[src/rtl/rcv_pkg.sv]
// Shared types and constants for the UART receive block.
// Optional build macro: RCV_MAJORITY_VOTE_EN (three-point majority sampling).
package rcv_pkg;

  typedef enum logic [1:0] {
    IDLE  = 2'd0,
    START = 2'd1,
    DATA  = 2'd2,
    STOP  = 2'd3
  } rcv_state_t;

  localparam logic [13:0] MIN_BIT_PERIOD = 14'd8;

  localparam logic [3:0] SIZE_5 = 4'd5;
  localparam logic [3:0] SIZE_7 = 4'd7;
  localparam logic [3:0] SIZE_8 = 4'd8;

  // Unsupported frame sizes fall back to 8 data bits.
  function automatic logic [3:0] norm_size(input logic [3:0] size);
    if (size == SIZE_5 || size == SIZE_7) begin
      return size;
    end
    return SIZE_8;
  endfunction

  function automatic logic maj3(input logic a, input logic b, input logic c);
    return (a & b) | (a & c) | (b & c);
  endfunction

endpackage

[src/rtl/rcv_timer.sv]
// Bit-period counter: strobes when the count reaches the target.
// With RCV_MAJORITY_VOTE_EN, also flags the two cycles before the strobe.
module rcv_timer
  import rcv_pkg::*;
(
  input  logic        clk,
  input  logic        n_rst,
  input  logic        clear,
  input  logic [13:0] target,
`ifdef RCV_MAJORITY_VOTE_EN
  output logic        vote_window,
`endif
  output logic        sample_strobe
);

  logic [13:0] r_cnt;
  logic        w_strobe;

  assign w_strobe      = (r_cnt == target);
  assign sample_strobe = w_strobe;

`ifdef RCV_MAJORITY_VOTE_EN
  assign vote_window = (r_cnt == target - 14'd2) || (r_cnt == target - 14'd1);
`endif

  always_ff @(posedge clk or negedge n_rst) begin
    if (!n_rst) begin
      r_cnt <= '0;
    end else if (clear || w_strobe) begin
      r_cnt <= 14'd1;
    end else begin
      r_cnt <= r_cnt + 14'd1;
    end
  end

endmodule

[src/rtl/uart_rcv_block.sv]
// UART serial receiver: synchroniser, start detect, frame FSM and status flags.
// Optional build macro: RCV_MAJORITY_VOTE_EN (three-point majority sampling).
module uart_rcv_block
  import rcv_pkg::*;
(
  input  logic        clk,
  input  logic        n_rst,
  input  logic        serial_in,
  input  logic [3:0]  data_size,
  input  logic [13:0] bit_period,
  input  logic        data_read,
  output logic [7:0]  rx_data,
  output logic        data_ready,
  output logic        overrun_error,
  output logic        framing_error
);

  logic [1:0]  r_sync;
  logic        r_prev;
  rcv_state_t  r_state;
  logic [3:0]  r_size;
  logic [13:0] r_bp;
  logic [7:0]  r_shift;
  logic [3:0]  r_bit_cnt;
  logic [7:0]  r_rx_data;
  logic        r_data_ready;
  logic        r_overrun;
  logic        r_framing;

  logic        w_fall;
  logic        w_clear;
  logic [13:0] w_target;
  logic        w_strobe;
  logic        w_bit;

  assign rx_data       = r_rx_data;
  assign data_ready    = r_data_ready;
  assign overrun_error = r_overrun;
  assign framing_error = r_framing;

  assign w_fall   = r_prev & ~r_sync[1];
  assign w_clear  = (r_state == IDLE);
  assign w_target = (r_state == START) ? {1'b0, r_bp[13:1]} : r_bp;

  always_ff @(posedge clk or negedge n_rst) begin
    if (!n_rst) begin
      r_sync <= 2'b11;
      r_prev <= 1'b1;
    end else begin
      r_sync <= {r_sync[0], serial_in};
      r_prev <= r_sync[1];
    end
  end

`ifdef RCV_MAJORITY_VOTE_EN
  logic       w_vote_window;
  logic [1:0] r_vote;

  rcv_timer u_timer (
    .clk           (clk),
    .n_rst         (n_rst),
    .clear         (w_clear),
    .target        (w_target),
    .vote_window   (w_vote_window),
    .sample_strobe (w_strobe)
  );

  always_ff @(posedge clk or negedge n_rst) begin
    if (!n_rst) begin
      r_vote <= '1;
    end else if (w_vote_window) begin
      r_vote <= {r_vote[0], r_sync[1]};
    end
  end

  assign w_bit = maj3(r_vote[1], r_vote[0], r_sync[1]);
`else
  rcv_timer u_timer (
    .clk           (clk),
    .n_rst         (n_rst),
    .clear         (w_clear),
    .target        (w_target),
    .sample_strobe (w_strobe)
  );

  assign w_bit = r_sync[1];
`endif

  // Flag updates in the STOP branch come after the data_read clear so a
  // good load in the same cycle as an acknowledge keeps data_ready set.
  always_ff @(posedge clk or negedge n_rst) begin
    if (!n_rst) begin
      r_state      <= IDLE;
      r_size       <= '0;
      r_bp         <= '0;
      r_shift      <= '0;
      r_bit_cnt    <= '0;
      r_rx_data    <= '0;
      r_data_ready <= 1'b0;
      r_overrun    <= 1'b0;
      r_framing    <= 1'b0;
    end else begin
      if (data_read) begin
        r_data_ready <= 1'b0;
        r_overrun    <= 1'b0;
      end
      case (r_state)
        IDLE: begin
          if (w_fall && (bit_period >= MIN_BIT_PERIOD)) begin
            r_state <= START;
            r_bp    <= bit_period;
            r_size  <= norm_size(data_size);
          end
        end
        START: begin
          if (w_strobe) begin
            if (!w_bit) begin
              r_state   <= DATA;
              r_shift   <= '0;
              r_bit_cnt <= '0;
            end else begin
              r_state <= IDLE;
            end
          end
        end
        DATA: begin
          if (w_strobe) begin
            r_shift   <= {w_bit, r_shift[7:1]};
            r_bit_cnt <= r_bit_cnt + 4'd1;
            if ((r_bit_cnt + 4'd1) == r_size) begin
              r_state <= STOP;
            end
          end
        end
        STOP: begin
          if (w_strobe) begin
            r_state <= IDLE;
            if (w_bit) begin
              r_rx_data    <= r_shift;
              r_data_ready <= 1'b1;
              r_framing    <= 1'b0;
              if (r_data_ready && !data_read) begin
                r_overrun <= 1'b1;
              end
            end else begin
              r_framing <= 1'b1;
            end
          end
        end
        default: r_state <= IDLE;
      endcase
    end
  end

endmodule

[config.mk]
export PLATFORM = sky130hd
export DESIGN_NAME = uart_rcv_block
export DESIGN_NICKNAME = d
export VERILOG_FILES = /design/src/rtl/rcv_pkg.sv /design/src/rtl/rcv_timer.sv /design/src/rtl/uart_rcv_block.sv
export SDC_FILE = /design/constraint.sdc
export NUM_CORES = 1
export LEC_CHECK = 0
export ABC_CLOCK_PERIOD_IN_PS = 6700
export BUFFER_PORTS_ARGS = -buffer_cell sky130_fd_sc_hd__buf_2
export CAP_MARGIN = 20
export CORE_UTILIZATION = 30
export CTS_CLUSTER_SIZE = 10
export DETAILED_ROUTE_END_ITERATION = 10
export PLACE_DENSITY = 0.46
export SLEW_MARGIN = 20
export SYNTH_ARGS = -nofsm -noshare
export SYNTH_HDL_FRONTEND = slang
export SYNTH_SLANG_ARGS = --single-unit
export TNS_END_PERCENT = 30
[constraint.sdc]
create_clock -name clk -period 6.7 [get_ports clk]
set_clock_uncertainty 0.05 [all_clocks]
set_input_delay 0.67 -clock clk [delete_from_list [all_inputs] [get_ports clk]]
set_output_delay 0.67 -clock clk [all_outputs]
set_load 0.005 [all_outputs]
### Word-level counts from Yosys, hierarchy flattened

Index checks and enable logic that the tools add are counted.

* output and inout bits: 11
* input port bits: 22
* bits in writable memories: 0
* register bits: 60
* memories: 0
* ROM bits: 0
* latch bits: 0
* logic and storage cells: 74

* multiplexer cells: 32
* equal/unequal tests: 13
* reductions and logical operators: 12
* shift operators: 0
* divide/modulo/power cells: 0
* $mul: 0
* bitwise logic cells: 2
* $add $sub $neg: 2
* $lt $le $gt $ge: 1

Operators by type and width (count)
* 14-bit 2-to-1 mux: 2
* 8-bit 2-to-1 mux: 3
* 4-bit 2-to-1 mux: 5
* 8-bit one-hot mux with 2 select lines: 1
* 14-bit by 1-bit adder with 14-bit output (second input constant): 1
* 14-bit equality test: 1
* 14-bit by 4-bit >= comparator with 1-bit output (second input constant): 1
* 1-bit 2-to-1 mux: 13
* 2-bit 2-to-1 mux: 6
* 4-bit by 3-bit equality test with 1-bit output (second input constant): 2
* 2-bit one-hot mux with 4 select lines: 1
* 4-bit one-hot mux with 2 select lines: 1
* 2-bit by 1-bit != test with 1-bit output (second input constant): 3
* 2-bit != test (second input constant): 3
* 5-bit AND reduction: 1
* 4-bit by 1-bit adder with 4-bit output (second input constant): 1
* 2-bit equality test (second input constant): 2
* 4-bit equality test: 1
* 2-bit AND reduction: 2
* 4-bit AND reduction: 1
* 3-bit AND reduction: 1
* 2-bit by 1-bit equality test with 1-bit output (second input constant): 1
* 1-bit logical AND: 2
* 2-bit zero test: 1
* other kinds (5): 6

### Depth between registers and ports, before layout

Gate-level depths: netlist of the first run.

* depth after elaboration: 6
* gate-level depth with buffers: 10
* gate-level depth less buffers: 6

### Modules after synthesis

Synthesis of the first run repeated with hierarchy kept, for this count alone.

* cells, all modules: 253
* area total of the unflattened synthesis: 2851.5 sq um

Modules (own cells, without submodules)
* uart_rcv_block: instances 1, area an instance 2010.7 sq um, cells an instance 169
* rcv_timer: instances 1, area an instance 840.8 sq um, cells an instance 84

### Worst setup path before layout of the first run

No wires, ideal clock.

* kind: flip-flop to flip-flop
* from: reg (tool-made name)
* to: reg r_rx_data[0], in the netlist rx_data[0]
* data required time: 6525 ps
* path buffers: 2
* slack: 4065 ps
* cell stages (with the launch flop): 9
* clock period less this slack: 2635 ps
* arrival time: 2459 ps
* library setup time: 125 ps
* cell sequence: dfrtp_1 -> nor2b_1 -> buf_2 -> mux2_4 -> a32o_1 -> or4_4 -> or4_4 -> buf_6 -> mux2_4

RTL lines
* end signal, assigned: line uart_rcv_block.sv:139 `r_rx_data <= r_shift;`
* end, declared: line uart_rcv_block.sv:25 `logic [7:0] r_rx_data;`

### Worst setup path after layout of the first run

* from: reg r_state[0]
* to: reg r_rx_data[0], in the netlist rx_data[0]

* word-level cells in the longest chain between the ends: 4
* elaborated cells on any way between the ends: 5

Ends and longest elaborated chain
* start, declared: line uart_rcv_block.sv:20 `rcv_state_t r_state;`
* start signal, assigned: line uart_rcv_block.sv:93 `r_state <= IDLE;`
* start signal, assigned: line uart_rcv_block.sv:110 `r_state <= START;`
* start signal, assigned: line uart_rcv_block.sv:118 `r_state <= DATA;`
* 2-bit by 1-bit equality test with 1-bit output: line uart_rcv_block.sv:43 `assign w_target = (r_state == START) ? {1'b0, r_bp[13:1]} : r_bp;`
* 14-bit 2-to-1 mux: line uart_rcv_block.sv:43
* 14-bit equality test: line rcv_timer.sv:19 `assign w_strobe = (r_cnt == target);`
* 3-bit AND reduction (no line) *

Mark *: on every way between the ends. The rest lies on a longest branch, timed or not.
A chain may end at the register's enable or synchronous reset.

==> results.sh, run 1 <==
export IMPL_yosys_top_cells_area="dfrtp_1, xnor2_1, mux2_2, mux2_4, a221oi_1"
export IMPL_grt_overflow=0
export IMPL_fin_crit_sh=0.499
export IMPL_vias_per_cell=5.02
export IMPL_irDropWorstVdd_uv=198
export IMPL_grt_max_degree=61
export IMPL_cp_end_kind="flop"
export IMPL_synth_cells=302
export IMPL_holdWs_ps=306
export IMPL_clk_latency_ps=350
export IMPL_max_slew_margin=0.486
export IMPL_setup_viol=0
export IMPL_cts_tree="yes"
export IMPL_cts_resized=0
export IMPL_ff_latch_area_um2=1510
export IMPL_cts_clk_slew_worst_paths_ps=70
export IMPL_yosysUniqueCellTypes=47
export IMPL_htree_levels=3
export IMPL_fp_dieArea_um2=11000
export IMPL_vias=2360
export IMPL_criticalPathCategory="reg2reg"
export IMPL_r2r_start="r_state[0]"
export IMPL_p_leak_nw=1.61
export IMPL_gp_congestion=0.764
export IMPL_netlist_area_um2=3170
export IMPL_synth_edff_count=0
export IMPL_yosysWarnings=0
export IMPL_r2r_end="rx_data[0]"
export IMPL_dr_pass1_iters=4
export IMPL_start_util=0.308
export IMPL_avgSynthCellArea_um2=10.5
export IMPL_max_cap_viol_count=0
export IMPL_power_density_nw_per_um2=361
export IMPL_syn_nets=326
export IMPL_drt_total_wl_um=6970
export IMPL_cp_start_kind="flop"
export IMPL_setup_ws_ps=3360
export IMPL_critPathArrivalTime_ps=3520
export IMPL_dp_slack_ps=3390
export IMPL_cts_setup_buffers=0
export IMPL_slowest_delay_ps=650
export IMPL_worst_r2r_setup_slack_ps=3360
export IMPL_hold_path_class="reg2reg"
export IMPL_cts_hold_buf=0
export IMPL_wl_per_cell_um=14.8
export IMPL_drive_gt1_frac=0.260
export IMPL_tightest_slew_ps=771
export IMPL_cts_buffer_depth=2
export IMPL_path_cells="nor2b_1 > mux2_4 > a32o_1 > or4_4 > or4_4 > mux2_4"
export IMPL_ios=33
export IMPL_multiInputGateArea_um2=1510
export IMPL_finalCriticalPeriod_ps=3340
export IMPL_async_reset_ff_frac=1.00
export IMPL_die_width_um=105
export IMPL_crit_required_ps=6880
export IMPL_place_detailed_hpwl_um=4810
export IMPL_synth_main_ff_cell="dfrtp_1"
export IMPL_finalMaxSlewViolations=0
export IMPL_status="complete, no violations"
export IMPL_yosys_area_top_type="dfrtp_1"
export IMPL_cp_num_cells=6
export IMPL_dpl_cell_area_um2=3440
export IMPL_layout_common_cells="dfrtp_1, buf_2, inv_1"
export IMPL_clock_sinks=60
export IMPL_drcViolationCount=0
export IMPL_placementRows=37
export IMPL_die_h_um=105
export IMPL_coreArea_um2=10300
export IMPL_slowest_stage="or4_4"
export IMPL_clockRootBuffer="clkbuf_8"
export IMPL_stdcell_area_um2=3700
export IMPL_ys_ff_latch=60
export IMPL_cts_buffers=9
export IMPL_r2r_cells=6
export IMPL_hold_viol=0
export IMPL_critPathMaxFanout=21
export IMPL_grt_pass1_vias=2291
export IMPL_fin_tns_setup_ps=0
export IMPL_syn2layout_area_growth_pct=16.8
export IMPL_final_common_cell="dfrtp_1"
export IMPL_startpoint="r_state[0]"
export IMPL_grt_antenna_before_repair=0
export IMPL_yosysSeqAreaShare=0.475
export IMPL_grt_pass1_wl_um=11900
export IMPL_antenna_cells=0
export IMPL_io_buffers=32
export IMPL_synth_top_area_share=0.450
export IMPL_dr_first_iter_drc_count=160
export IMPL_path_buf_inv=0
export IMPL_ant_nets=0
export IMPL_layout_nets=353
export IMPL_track_usage=0.140
export IMPL_cp_top_family="simple AND/OR/NAND/NOR gates"
export IMPL_timing_fmax_ghz=0.299
export IMPL_endpoint="rx_data[0]"
export IMPL_fill_cells=1073
export IMPL_rsz0062_at_grt="no"
[where the power goes]
part	internal [mW]	switching (mW)
logic	0.180	0.202
registers	0.432	0.110
clock network	0.257	0.154
total	0.869	0.466
[metal layers]
| metal | vias up | share of wire | GRT usage |
|---|---|---|---|
| met4 | 0 | 0.022 | 0.0634 |
| met2 | 64 | 0.40 | 0.189 |
| met5 | - | 0 | 0 |
| li1 | 1140 | - | - |
| met1 | 1141 | 0.53 | 0.209 |
| met3 | 15 | 0.043 | 0.0306 |
[registers in the layout, summed over array words and instances, names as in the netlist, named ones only]
name	flops
r_bp	14
u_timer.r_cnt	14
r_shift	8
rx_data	8
r_bit_cnt	4
r_size	4
r_sync	2
data_ready	1
framing_error	1
overrun_error	1
r_prev	1
r_state	1
[final cells by class]
class | instances | share of cell area
clock buffer | 10 | 0.0372
inverter | 24 | 0.0244
timing repair buffer | 34 | 0.0484
tap | 136 | 0.0460
sequential | 60 | 0.407
multi-input combinational | 200 | 0.407
clock inverter | 6 | 0.0301
[metrics by stage]
stage | cells | utilization | power [mW]
final | 470 | 0.360 | 1.33
after global routing | 470 | 0.360 | 1.42
after CTS | 470 | 0.359 | 1.34
after detailed placement | 454 | 0.335 | 0.917
after global placement | 453 | 0.333 | 0.914
after floorplan | 302 | - | 0.820
[synth_stat cells, drive strengths merged, types with 3 or more instances]
library cell,count
dfstp,3
buf,5
xnor2,20
a31oi,11
a211oi,3
nand3,6
nand2,16
nand4,7
xor2,10
inv,24
dfrtp,57
o2111ai,3
nand2b,5
nor4,5
o221ai,3
nor3,8
nor2,17
o21ai,14
nor2b,7
a221oi,12
mux2,24
clkbuf,13
and3,3
a21oi,3
[cell families after synthesis]
kind of cell | Yosys count | synth area share
xor gates and xnor gates | 30 | 0.0830
adders and majority gates | 2 | 0.00790
AOI/OAI and AO/OA | 61 | 0.141
muxes | 25 | 0.0992
and+or+nand+nor | 82 | 0.138
DFF | 60 | 0.475
buffers and inverters | 42 | 0.0561
[worst min-delay path by stage]
stage,startpoint,to,slack (ps),cells after the start
final,r_sync[0],r_sync[1],310,0
after global routing,r_sync[0],r_sync[1],310,0
after CTS,r_sync[0],r_sync[1],310,0
after detailed placement,r_sync[0],r_sync[1],300,0
after global placement,r_sync[0],r_sync[1],300,0
after floorplan,r_sync[0],r_sync[1],300,0
No activity file was read; power rests on OpenSTA's default activity.
==> inputs of run 2 (changes only) <==
--- a/config.mk
+++ b/config.mk
@@ -5,13 +5,13 @@
 export SDC_FILE = /design/constraint.sdc
 export NUM_CORES = 1
 export LEC_CHECK = 0
-export ABC_CLOCK_PERIOD_IN_PS = 6700
+export ABC_CLOCK_PERIOD_IN_PS = 2700
 export BUFFER_PORTS_ARGS = -buffer_cell sky130_fd_sc_hd__buf_2
 export CAP_MARGIN = 20
 export CORE_UTILIZATION = 30
 export CTS_CLUSTER_SIZE = 10
 export DETAILED_ROUTE_END_ITERATION = 10
-export PLACE_DENSITY = 0.46
+export PLACE_DENSITY = 0.48
 export SLEW_MARGIN = 20
 export SYNTH_ARGS = -nofsm -noshare
 export SYNTH_HDL_FRONTEND = slang
==> constraint.sdc (replaced) <==
create_clock -name clk -period 2.7 [get_ports clk]
set_clock_uncertainty 0.05 [all_clocks]
set_input_delay 0.27 -clock clk [delete_from_list [all_inputs] [get_ports clk]]
set_output_delay 0.27 -clock clk [all_outputs]
set_load 0.005 [all_outputs]
==> run 2 against run 1 <==
Against the previous run: wire length rose by 8.2%; clock power rose by 150%; critical path type unchanged; critical endpoint is now rx_data[7]; maximum frequency rose by 27%; combinational power rose to 3.4 times the previous value; clock-buffer cell count did not move; global-route usage rose by 0.61 points; sequential power rose by 140%; first-iteration DRC count rose by 7.5%; critical path depth rose by 1; core utilization rose by 2.3 points; final cell count rose by 6.2%; register-to-register slack got worse by 3300 ps.
==> results.sh, run 2 (synthesis gave the netlist of run 1 again) <==
export IMPL_io_buffers=32
export IMPL_cts_setup_buffers=0
export IMPL_setup_ws_ps=79.4
export IMPL_grt_pass1_vias=2406
export IMPL_coreArea_um2=10300
export IMPL_fill_cells=1029
export IMPL_fp_dieArea_um2=11000
export IMPL_total_power_mw=3.57
export IMPL_place_detailed_hpwl_um=5320
export IMPL_critPathArrivalTime_ps=2800
export IMPL_layoutNonFillerInstCount=499
export IMPL_cts_tree="yes"
export IMPL_drt_total_wl_um=7540
export IMPL_grt_max_degree=35
export IMPL_place_inst=481
export IMPL_dr_wl_met3_um=436
export IMPL_rsz0062_at_grt="yes"
export IMPL_largestRegisters="r_bp (14), u_timer.r_cnt (14)"
export IMPL_final_common_cell="dfrtp_1"
export IMPL_hold_path_class="in2reg"
export IMPL_status="complete, no violations"
export IMPL_placementRows=37
export IMPL_tightest_slew_ps=648
export IMPL_irDropWorstVdd_uv=389
export IMPL_dp_slack_ps=19.2
export IMPL_grt_pass1_wl_um=12500
export IMPL_max_cap_viol_count=0
export IMPL_ant_nets=0
export IMPL_dr_pass1_iters=6
export IMPL_die_h_um=105
export IMPL_vias_per_cell=5.04
export IMPL_dr_first_iter_drc_count=172
export IMPL_grt_antenna_before_repair=0
export IMPL_cts_buffer_depth=2
export IMPL_cp_end_kind="flop"
export IMPL_drcViolationCount=0
export IMPL_track_usage=0.146
export IMPL_power_density_nw_per_um2=908
export IMPL_routed_top_layer="met4"
export IMPL_ios=33
export IMPL_start_util=0.308
export IMPL_layout_common_cells="dfrtp_1, buf_2, buf_4"
export IMPL_wl_per_cell_um=15.1
export IMPL_setup_viol=0
export IMPL_finalMaxSlewViolations=0
export IMPL_clock_sinks=60
export IMPL_multiInputGateArea_um2=1500
export IMPL_worst_r2r_setup_slack_ps=80
export IMPL_cts_buffers=9
export IMPL_vias=2517
export IMPL_timing_fmax_ghz=0.382
export IMPL_met1_length_um=3800
export IMPL_die_width_um=105
export IMPL_htree_levels=3
export IMPL_max_slew_margin=0.568
export IMPL_fin_crit_sh=0.971
export IMPL_grt_overflow=0
export IMPL_clockRootBuffer="clkbuf_8"
export IMPL_cts_clk_slew_worst_paths_ps=70
export IMPL_crit_required_ps=2880
export IMPL_antenna_cells=0
export IMPL_ff_latch_area_um2=1510
export IMPL_drive_gt1_frac=0.317
export IMPL_hold_viol=0
export IMPL_dr_wl_met2_um=3210
export IMPL_layout_nets=382
export IMPL_p_leak_nw=1.75
export IMPL_criticalPathCategory="reg2reg"
export IMPL_clk_latency_ps=350
export IMPL_gp_congestion=0.809
export IMPL_finalCriticalPeriod_ps=2620
export IMPL_syn2layout_area_growth_pct=24.3
export IMPL_fin_tns_setup_ps=0
export IMPL_critPathMaxFanout=10
export IMPL_cp_start_kind="flop"
## run 2: cell types whose count changed in the layout (fill, tap and decap cells not counted), sizes merged
cell,change
buf,+27
dlygate4sd3,+2
## run 2: what timing repair did
| item | in CTS | in global routing |
|---|---|---|
| gates resized for setup | 0 | 2 |
| hold endpoints to repair | 24 | 0 |
| setup endpoints to repair | 0 | 8 |
| hold buffers | 2 | 0 |
## run 2: worst paths after layout
kind,startpoint,end,cells past startpoint
setup reg to reg,flop,rx_data[7],7
hold / removal,data_read,overrun_error,2
setup / recovery,flop,rx_data[7],7
hold reg to reg,r_sync[0],r_sync[1],0
min in group asynchronous,n_rst,data_ready,2
max in group asynchronous,n_rst,u_timer.r_cnt[6],3
## run 2: cell type report
| cell class | count | area share |
|---|---|---|
| Multi-Input combinational cell | 200 | 0.381 |
| Clock inverter | 6 | 0.0283 |
| Timing Repair Buffer | 63 | 0.107 |
| Tap cell | 136 | 0.0432 |
| Clock buffer | 10 | 0.0350 |
| Sequential cell | 60 | 0.382 |
| Inverter | 24 | 0.0229 |
## run 2: critical path: stages (launching register included)
cell and delay (ps):
dfrtp_1 390, nor2b_1 110, buf_4 140, mux2_4 290
a32o_1 220, or4_4 420, or4_4 550, mux2_4 330
## run 2: metal layers
metal | up-vias | global-route usage
met2 | 69 | 0.206
met5 | - | 0
met4 | 0 | 0.0513
met3 | 14 | 0.0381
met1 | 1242 | 0.213
li1 | 1192 | -
## run 2: through the flow
stage,utilization,instance area (um^2),hold WS [ps]
2_1_floorplan,-,3170,-75.6
3_3_place_gp,0.356,3660,272
3_5_place_dp,0.356,3660,285
4_1_cts,0.382,3930,46.1
5_1_grt,0.383,3940,58.0
6_report,0.383,3940,56.4
## run 2: report_power, final
group          internal [mW]  switching, mW  leakage [nW]  total, mW
combinational          0.655          0.622         0.849       1.28
clock                  0.638          0.371         0.122       1.01
sequential              1.07          0.214         0.783       1.29
total                   2.37           1.21          1.75       3.57
